### src/rtl/action_sequencer.sv
// Round-timed action issuer for fightingGame: per-player FIFO of button codes,
// one action pair popped and strobed every ROUND_CYCLES cycles until a win.

module action_queue #(
  parameter int         DEPTH       = 4,
  parameter logic [2:0] IDLE_ACTION = 3'b000
) (
  input  logic                       clk,
  input  logic                       i_rst,
  input  logic                       i_flush,
  input  logic                       i_push,
  input  logic [2:0]                 i_code,
  input  logic                       i_pop,
  output logic [2:0]                 o_head,
  output logic [$clog2(DEPTH+1)-1:0] o_level,
  output logic                       o_overflow
);
  localparam int PW = $clog2(DEPTH);
  localparam int LW = $clog2(DEPTH+1);

  logic [2:0]    r_mem [DEPTH];
  logic [PW-1:0] r_wptr;
  logic [PW-1:0] r_rptr;
  logic [LW-1:0] r_level;
  logic          r_overflow;

  logic w_full;
  logic w_empty;
  logic w_pop;
  logic w_wr;

  assign w_full  = (r_level == LW'(DEPTH));
  assign w_empty = (r_level == '0);
  // An empty queue pops nothing (the head reads IDLE_ACTION); a full queue
  // being popped frees the slot the push lands in.
  assign w_pop   = i_pop && !w_empty;
  assign w_wr    = i_push && (!w_full || i_pop);
  assign o_head  = w_empty ? IDLE_ACTION : r_mem[r_rptr];

  always_ff @(posedge clk) begin
    if (w_wr && !i_rst && !i_flush) begin
      r_mem[r_wptr] <= i_code;
    end
  end

  always_ff @(posedge clk) begin
    if (i_rst) begin
      r_wptr     <= '0;
      r_rptr     <= '0;
      r_level    <= '0;
      r_overflow <= 1'b0;
    end else if (i_flush) begin
      r_wptr  <= '0;
      r_rptr  <= '0;
      r_level <= '0;
    end else begin
      if (w_wr)  r_wptr <= r_wptr + PW'(1);
      if (w_pop) r_rptr <= r_rptr + PW'(1);
      r_level <= r_level + LW'(w_wr) - LW'(w_pop);
      if (i_push && w_full && !i_pop) r_overflow <= 1'b1;
    end
  end

  assign o_level    = r_level;
  assign o_overflow = r_overflow;
endmodule

// Pushes are fire-and-forget: btn_validN has no ready; a push that finds the
// queue full (and not popped that cycle) is dropped and latches overflowN.
module action_sequencer #(
  parameter int         ROUND_CYCLES = 4,
  parameter int         DEPTH        = 4,
  parameter logic [2:0] IDLE_ACTION  = 3'b000
) (
  input  logic                       clk,
  input  logic                       resetGame,
  input  logic                       start,
  input  logic                       btn_valid1,
  input  logic [2:0]                 btn_code1,
  input  logic                       btn_valid2,
  input  logic [2:0]                 btn_code2,
  input  logic                       firstWin,
  input  logic                       secondWin,
  output logic [2:0]                 action1,
  output logic [2:0]                 action2,
  output logic                       actionEnable,
  output logic [$clog2(DEPTH+1)-1:0] level1,
  output logic [$clog2(DEPTH+1)-1:0] level2,
  output logic                       overflow1,
  output logic                       overflow2,
  output logic [7:0]                 round_count,
  output logic [1:0]                 o_state_dbg
);
  typedef enum logic [1:0] {
    S_IDLE = 2'd0,
    S_RUN  = 2'd1,
    S_HALT = 2'd2
  } state_t;

  localparam logic [7:0] TIMER_RELOAD = 8'(ROUND_CYCLES - 1);

  state_t     r_state;
  state_t     w_state_nx;
  logic [7:0] r_timer;
  logic [7:0] w_timer_nx;
  logic [2:0] r_action1;
  logic [2:0] r_action2;
  logic       r_enable;
  logic [7:0] r_round;

  logic       w_win;
  logic       w_issue;
  logic       w_push_ok;
  logic       w_flush;
  logic [2:0] w_head1;
  logic [2:0] w_head2;

  assign w_win = firstWin || secondWin;

  always_comb begin
    w_state_nx = r_state;
    w_timer_nx = r_timer;
    w_issue    = 1'b0;
    w_push_ok  = 1'b0;
    w_flush    = 1'b0;
    case (r_state)
      S_IDLE: begin
        w_push_ok = 1'b1;
        if (start) begin
          w_state_nx = S_RUN;
          w_timer_nx = TIMER_RELOAD;
        end
      end
      S_RUN: begin
        // A win suppresses any issue due at the same edge.
        if (w_win) begin
          w_state_nx = S_HALT;
          w_flush    = 1'b1;
        end else begin
          w_push_ok = 1'b1;
          if (r_timer == 8'd0) begin
            w_issue    = 1'b1;
            w_timer_nx = TIMER_RELOAD;
          end else begin
            w_timer_nx = r_timer - 8'd1;
          end
        end
      end
      S_HALT: begin
      end
      default: w_state_nx = S_IDLE;
    endcase
  end

  always_ff @(posedge clk) begin
    if (resetGame) begin
      r_state   <= S_IDLE;
      r_timer   <= 8'd0;
      r_action1 <= 3'b000;
      r_action2 <= 3'b000;
      r_enable  <= 1'b0;
      r_round   <= 8'd0;
    end else begin
      r_state  <= w_state_nx;
      r_timer  <= w_timer_nx;
      r_enable <= w_issue;
      if (w_issue) begin
        r_action1 <= w_head1;
        r_action2 <= w_head2;
        r_round   <= r_round + 8'd1;
      end
    end
  end

  action_queue #(.DEPTH(DEPTH), .IDLE_ACTION(IDLE_ACTION)) u_q1 (
    .clk       (clk),
    .i_rst     (resetGame),
    .i_flush   (w_flush),
    .i_push    (btn_valid1 && w_push_ok),
    .i_code    (btn_code1),
    .i_pop     (w_issue),
    .o_head    (w_head1),
    .o_level   (level1),
    .o_overflow(overflow1)
  );

  action_queue #(.DEPTH(DEPTH), .IDLE_ACTION(IDLE_ACTION)) u_q2 (
    .clk       (clk),
    .i_rst     (resetGame),
    .i_flush   (w_flush),
    .i_push    (btn_valid2 && w_push_ok),
    .i_code    (btn_code2),
    .i_pop     (w_issue),
    .o_head    (w_head2),
    .o_level   (level2),
    .o_overflow(overflow2)
  );

  assign action1      = r_action1;
  assign action2      = r_action2;
  assign actionEnable = r_enable;
  assign round_count  = r_round;
  assign o_state_dbg  = r_state;
endmodule

### config.mk
export PLATFORM = sky130hd
export DESIGN_NAME = action_sequencer
export DESIGN_NICKNAME = d
export VERILOG_FILES = /design/src/rtl/action_sequencer.sv
export SDC_FILE = /design/constraint.sdc
export NUM_CORES = 1
export LEC_CHECK = 0
export ABC_AREA = 1
export CORE_ASPECT_RATIO = 1.1
export CORE_MARGIN = 2
export CORE_UTILIZATION = 30
export CTS_CLUSTER_DIAMETER = 60
export CTS_CLUSTER_SIZE = 12
export DETAILED_ROUTE_END_ITERATION = 6
export GPL_TIMING_DRIVEN = 0
export PLACE_DENSITY = 0.47
export SLEW_MARGIN = 10
export SYNTH_ARGS = -nofsm -noshare
export SYNTH_HDL_FRONTEND = slang
export SYNTH_SLANG_ARGS = --single-unit
### constraint.sdc
create_clock -name clk -period 3.5 [get_ports clk]
set_clock_uncertainty 0.2 [all_clocks]
set_input_delay 0.35 -clock clk [delete_from_list [all_inputs] [get_ports clk]]
set_output_delay 0.35 -clock clk [all_outputs]
set_load 0.01 [all_outputs]
## After elaboration in Yosys (flattened, before gate mapping)

Memory sizes are Yosys's and may differ from the RTL's. A register that Yosys moved wholly into a read port is not among the register bits.
Cells that the tools add are included.

| cells by class | value |
|---|---|
| equality and inequality tests | 7 |
| multiplexer cells | 24 |
| reductions and logical operators | 34 |
| bitwise logic cells | 2 |
| add/sub/neg operators | 10 |

Operators with widths:

| kind | number |
|---|---|
| $mux W8 | 3 |
| $pmux W8 S2 | 1 |
| $logic_and A1 B1 Y1 | 14 |
| $mux W2 | 6 |
| $mux W1 | 10 |
| $add A2 B1 Y2 const B | 4 |
| $add A8 B1 Y8 const B | 1 |
| $logic_not A8 Y1 | 1 |
| $sub A8 B1 Y8 const B | 1 |
| $logic_not A1 Y1 | 7 |
| $add A3 B1 Y3 | 2 |
| $eq A3 B3 Y1 const B | 2 |
| $logic_not A3 Y1 | 2 |
| $mux W3 | 2 |
| $ne A2 B2 Y1 const B | 3 |
| $pmux W2 S3 | 1 |
| $reduce_and A3 Y1 | 2 |
| $sub A3 B1 Y3 | 2 |
| $reduce_and A2 Y1 | 2 |
| $logic_or A1 B1 Y1 | 3 |
| $eq A2 B1 Y1 const B | 1 |
| $eq A2 B2 Y1 const B | 1 |
| $logic_not A2 Y1 | 1 |
| $not A1 Y1 | 2 |
| 3 further kinds | 3 |

| word-level totals | value |
|---|---|
| bits in writable memories | 24 |
| output and inout port bits | 25 |
| logic and storage cells | 93 |
| register bits | 41 |
| memories | 2 |

Memory list:

| name | depth | width | read ports | clocked after Yosys merged registers in | write ports | RTL line | source |
|---|---|---|---|---|---|---|---|
| u_q1.r_mem | 4 | 3 | 1 | 1 | 1 | 21 | `logic [2:0] r_mem [DEPTH];` |
| u_q2.r_mem | 4 | 3 | 1 | 1 | 1 | 21 |  |

## Logic depth before layout (Yosys ltp)

| logic depth | value |
|---|---|
| depth in word-level cells | 10 |
| mapped depth | 14 |
| depth with buffers taken out | 14 |

## Modules after synthesis

A second synthesis with hierarchy kept.

| unflattened totals | value |
|---|---|
| cell total of the unflattened synthesis | 419 |
| area, all modules | 3364.5 µm² |

By module, submodules not included:

| module | times used | area each (µm²) | sequential area each (µm²) | cells each |
|---|---|---|---|---|
| action_sequencer | 1 | 1288.7 | 500.5 | 195 |
| action_queue (u_q1) | 1 | 1053.5 | 560.5 | 111 |
| action_queue (u_q2) | 1 | 1022.2 | 560.5 | 113 |

## Least setup slack after synthesis

Ideal clock, no wire load.

| path | value |
|---|---|
| path kind | flip-flop to flip-flop |
| start | register r_timer[0] |
| end | register u_q2.r_level[2], in the netlist u_q2.o_level[2] |
| buffers on the path | 0 |
| period minus slack after synthesis | 2536 ps |
| cell stages (with the launch flop) | 15 |
| path slack | 964 ps |
| arrival time | 2266 ps |
| data required time | 3230 ps |
| library setup time | 70 ps |
| cells stage by stage | dfxtp_1 > inv_1 > ha_1 > nand2_1 > nor2_8 > nand3b_2 > inv_2 > ha_1 > inv_1 > ha_1 > inv_1 > fa_1 > xnor2_1 > or2_1 > a21oi_1 |

| between the ends | value |
|---|---|
| elaborated cells on any way between the ends | 9 |
| classes of those cells | add/sub (2); mux (3); reduce/logical (4) |

RTL lines:

| item | RTL line | source |
|---|---|---|
| start: declaration | 104 | `logic [7:0] r_timer;` |
| start signal: assignment | 165 | `r_timer <= w_timer_nx;` |
| $logic_not A8 Y1 | 141 | `if (r_timer == 8'd0) begin` |
| $mux W1 | 141 |  |
| $mux W1 | 136 | `if (w_win) begin` |
| $mux W1 | 126 | `case (r_state)` |
| $logic_and A1 B1 Y1 | 36 | `assign w_pop = i_pop && !w_empty;` |
| named net u_q2.w_pop | 29 | `logic w_pop;` |
| $sub A3 B1 Y3 | 59 | `r_level <= r_level + LW'(w_wr) - LW'(w_pop);` |
| end signal: assignment | 59 |  |
| end: declaration | 24 | `logic [LW-1:0] r_level;` |

The timed path passes the listed nets, and every way through them passes these cells.
A chain may end at the register's enable or synchronous reset.

## Worst setup path after layout

Same ends and word-level chain as after synthesis.

==> out/qor.csv <==
metric,value,unit
routed wirelength normalized by instance count,11.4,um
instance count of the mapped netlist,362,
r2r setup slk,0.72,ns
number of clock sinks,69,
worst hold-check slack,0.253,ns
area of combinational cells with multiple inputs,1300,um2
number of global-route vias before repair,2281,
Synth Area per Inst,8.73,um2
synthesized-area fraction occupied by xor and xnor cells,2.50,%
type of the most critical hold path,flop to flop,
count of final hold-check violations,0,
global-route wire length before repair,10800,um
area delta synth->final,27.8,%
clock share of power,45.6,%
Initial Utilization,30.5,%
pin count of the biggest net entering global routing,13,
Longest Clk Path Bufs,2,
Hold Crit Depth,2,
power share of the sequential group,40.3,%
destination of the worst register-to-register timing path,u_q2.o_level[2],
cell type of the slowest stage on the worst timing path,sky130_fd_sc_hd__fa_1,
clock-pin slew on the worst setup and hold paths,0.06,ns
drt via density,4.26,
post-layout min period,2.78,ns
Min-Delay Endpoint,u_q1.o_overflow,
CTS tree,done,
total grt overflow,0,
count of cells resized by post-cts repair,0,
post-synthesis instance area,3160,um2
switching share of total power,24.8,%
insertion delay of the later-clocked pin in the worst-skew pair,0.33,ns
cell at the root of the clock tree,sky130_fd_sc_hd__clkbuf_16,
delay of the slowest cell on the worst path,0.37,ns
number of rows in the core area,39,
final worst-path cycle share,79.3,%
Slew @ Worst Pin,0.640,ns
number of design-rule violations left by the first detailed-router iteration,54,
sum of net half-perimeters after detailed placement,4730,um
upper clock frequency limit,0.360,GHz
relative contribution of combinational cells to total power,14.1,%
setup repair after global routing missed its margin,false,
diode insertion count for antenna repair,0,
Max VDD drop,0.272,mV
fraction of synthesized area in multiplexers,0,%
Setup TNS,0,ns
number of synthesized register bits,69,
Seq. cell area,1620,um2
GR Util All Layers,12.5,%
Psw,0.561,mW
DR DRC count,0,
Post CTS Setup Buffer Count,0,
number of primary I/O pins,38,
Worst Hold Launch,u_q1.o_overflow,
# H-tree levels,3,
number of warning messages in the yosys log,0,
reported max-cap violation count,0,
Power Internal,1.70,mW
CORE AREA,10300,um2
fraction of layout cells with a size suffix above 1,12.3,%
count of cell types in the netlist,32,
largest family of logic cells by synthesized area,simple AND/OR/NAND/NOR gates,
horizontal die dimension,102,um
Synth Net Count,392,
"arithmetic-cell share of the synthesized area counting full adders, half adders and majority gates",7.21,%
chain of cells forming the critical path,"inv_1, ha_1, nand2_1, nor2_8, nand3b_2, inv_2, ha_1, inv_1, ha_1, inv_1, fa_1, xnor2_1, or2_1, a21oi_1",
Total Die Area,11400,um2
category of the worst setup path capture point,flop,
total vias in the final route,2375,
FF-to-FF path depth,14,
data arrival time of the critical path,2.84,ns
power per standard cell area,559,nW/um2
compound-cell area share of the yosys netlist,8.79,%
number of filler cells placed in the layout,1088,
max-slew violation total from the final report,0,
iteration count of the initial detailed-routing pass,4,
number of antenna violations at the first check in global routing,0,
cts hold-fix bufs,0,
"Req. time, crit path",3.56,ns
Critical path buffers and inverters,4,
"area fraction in and, or, nand and nor cells after synthesis",22.7,%
setup violators final,0,
critical path's top delay family,adder cells,
layout net count,439,
routability-driven placement congestion ratio,0.766,
number of nets with antenna violations after detailed routing,0,
static leakage,1.57,nW
Critical Path Start Type,flop,
total CTS buffers,9,
worst setup path category,flop to flop,
DIE HEIGHT,112,um
part of the Yosys area used for sequential elements,51.3,%
largest fanout of any net on the critical path,5,
number of input and output port buffers inserted,36,
startpoint of the worst register-to-register path,r_timer[0],
headroom to the max-slew limit,57.3,%
total detailed-routing wirelength,6360,um
run status,finished clean,
==> metal layers <==
metal | vias to the layer above | part of all wire, % | global-route usage (%)
li1 | 1250 | - | -
met1 | 1073 | 48 | 16.4
met2 | 43 | 46 | 18.5
met3 | 9 | 3.8 | 3.64
met4 | 0 | 2.1 | 6.40
met5 | - | 0 | 0
==> worst max path at each step <==
stage | slack, ns | startpoint | to | depth (start not counted)
after floorplan | 0.96 | r_timer[0] | u_q2.o_level[2] | 14
after global placement | 0.53 | firstWin | u_q2.o_level[2] | 14
after detailed placement | 0.51 | firstWin | u_q2.o_level[2] | 14
after CTS | 0.70 | r_timer[0] | u_q2.o_level[2] | 14
after global routing | 0.51 | r_timer[0] | u_q2.o_level[2] | 14
final | 0.72 | r_timer[0] | u_q2.o_level[2] | 14
==> cell families after synthesis <==
family | count (synthesis)
AND/OR/NAND/NOR | 151
flip-flops | 69
AO/OA/AOI/OAI | 54
buffers and inverters | 62
adder cells (fa/ha/maj) | 17
XOR/XNOR | 9
==> worst reg2reg max path, stage by stage (launching register included) <==
cell	delay (ns)
sky130_fd_sc_hd__dfxtp_1	0.32
sky130_fd_sc_hd__inv_1	0.10
sky130_fd_sc_hd__ha_1	0.16
sky130_fd_sc_hd__nand2_1	0.12
sky130_fd_sc_hd__nor2_8	0.18
sky130_fd_sc_hd__nand3b_2	0.16
sky130_fd_sc_hd__inv_2	0.14
sky130_fd_sc_hd__ha_1	0.24
sky130_fd_sc_hd__inv_1	0.05
sky130_fd_sc_hd__ha_1	0.13
sky130_fd_sc_hd__inv_1	0.05
sky130_fd_sc_hd__fa_1	0.37
sky130_fd_sc_hd__xnor2_1	0.15
sky130_fd_sc_hd__or2_1	0.22
sky130_fd_sc_hd__a21oi_1	0.12
==> stage by stage <==
step	total power, mW	cell area, um2	instances	setup slack [ns]	util (%)
global placement	1.25	3700	541	0.525	35.8
floorplan	1.15	3160	362	0.964	-
finish	2.26	4040	557	0.724	39.0
global route	2.37	4040	557	0.513	39.0
detailed placement	1.25	3700	541	0.515	35.8
CTS	2.29	4040	557	0.695	39.0
==> registers in the layout, summed over array words and instances, names as in the netlist, named ones only <==
name / count
u_q2.o_level: 3
action2: 3
u_q1.r_wptr: 2
action1: 3
round_count: 8
actionEnable: 1
r_timer: 8
u_q2.r_rptr: 2
u_q2.r_wptr: 2
u_q2.o_overflow: 1
u_q1.o_level: 3
u_q1.o_overflow: 1
o_state_dbg: 2
u_q1.r_mem: 12
u_q1.r_rptr: 2
u_q2.r_mem: 12
==> final cells by class <==
class,instances,share of cell area (%)
flip-flops and latches,69,40.2
clock inverters,7,2.82
multi-input cells,231,32.2
clock buffers,9,5.58
plain buffers,5,0.589
repair buffers,36,8.92
inverters,57,5.30
well taps,143,4.43
==> cell usage in the layout, fill, tap and decap left out, drive strengths merged <==
| cell type | count |
|---|---|
| nand2 | 66 |
| nor2 | 59 |
| inv | 57 |
| dfxtp | 45 |
| clkdlybuf4s50 | 36 |
| a21oi | 29 |
| edfxtp | 24 |
| o21ai | 19 |
| ha | 15 |
| nand3 | 13 |
| clkbuf | 11 |
| o22ai | 6 |
| xor2 | 5 |
| nor3 | 4 |
| xnor2 | 4 |
| nand4 | 3 |
| bufinv | 3 |
| nand3b | 3 |
| buf | 3 |
| fa | 2 |
| clkinvlp | 2 |
| or2 | 2 |
| clkinv | 2 |
| nor3b | 1 |
==> synth_stat cells <==
cell,count,area share [%]
sky130_fd_sc_hd__a21oi_1,29,4.6
sky130_fd_sc_hd__buf_1,1,0.12
sky130_fd_sc_hd__buf_2,1,0.16
sky130_fd_sc_hd__buf_4,1,0.24
sky130_fd_sc_hd__clkbuf_1,2,0.24
sky130_fd_sc_hd__dfxtp_1,45,29
sky130_fd_sc_hd__edfxtp_1,24,23
sky130_fd_sc_hd__fa_1,2,1.3
sky130_fd_sc_hd__ha_1,15,5.9
sky130_fd_sc_hd__inv_1,46,5.5
sky130_fd_sc_hd__inv_2,11,1.3
sky130_fd_sc_hd__nand2_1,58,6.9
sky130_fd_sc_hd__nand2_2,5,0.99
sky130_fd_sc_hd__nand2_4,3,1.1
sky130_fd_sc_hd__nand3_1,12,1.9
sky130_fd_sc_hd__nand3_2,1,0.32
sky130_fd_sc_hd__nand3b_1,2,0.48
sky130_fd_sc_hd__nand3b_2,1,0.36
sky130_fd_sc_hd__nand4_1,3,0.59
sky130_fd_sc_hd__nor2_1,46,5.5
sky130_fd_sc_hd__nor2_2,10,2.0
sky130_fd_sc_hd__nor2_4,2,0.71
sky130_fd_sc_hd__nor2_8,1,0.63
sky130_fd_sc_hd__nor3_1,4,0.63
sky130_fd_sc_hd__nor3b_1,1,0.24
sky130_fd_sc_hd__o21ai_0,13,2.1
sky130_fd_sc_hd__o21ai_1,6,0.95
sky130_fd_sc_hd__o22ai_1,6,1.2
sky130_fd_sc_hd__or2_0,1,0.20
sky130_fd_sc_hd__or2_1,1,0.20
sky130_fd_sc_hd__xnor2_1,4,1.1
sky130_fd_sc_hd__xor2_1,5,1.4
==> power groups by stage <==
stage / registers (mW) / logic (mW) / clock network, mW
2_1_floorplan: 0.925 / 0.223 / 0
3_3_place_gp: 0.926 / 0.319 / 0
3_5_place_dp: 0.927 / 0.322 / 0
4_1_cts: 0.911 / 0.324 / 1.06
5_1_grt: 0.916 / 0.367 / 1.09
6_report: 0.910 / 0.318 / 1.03
(Power assumes the default switching activity.)
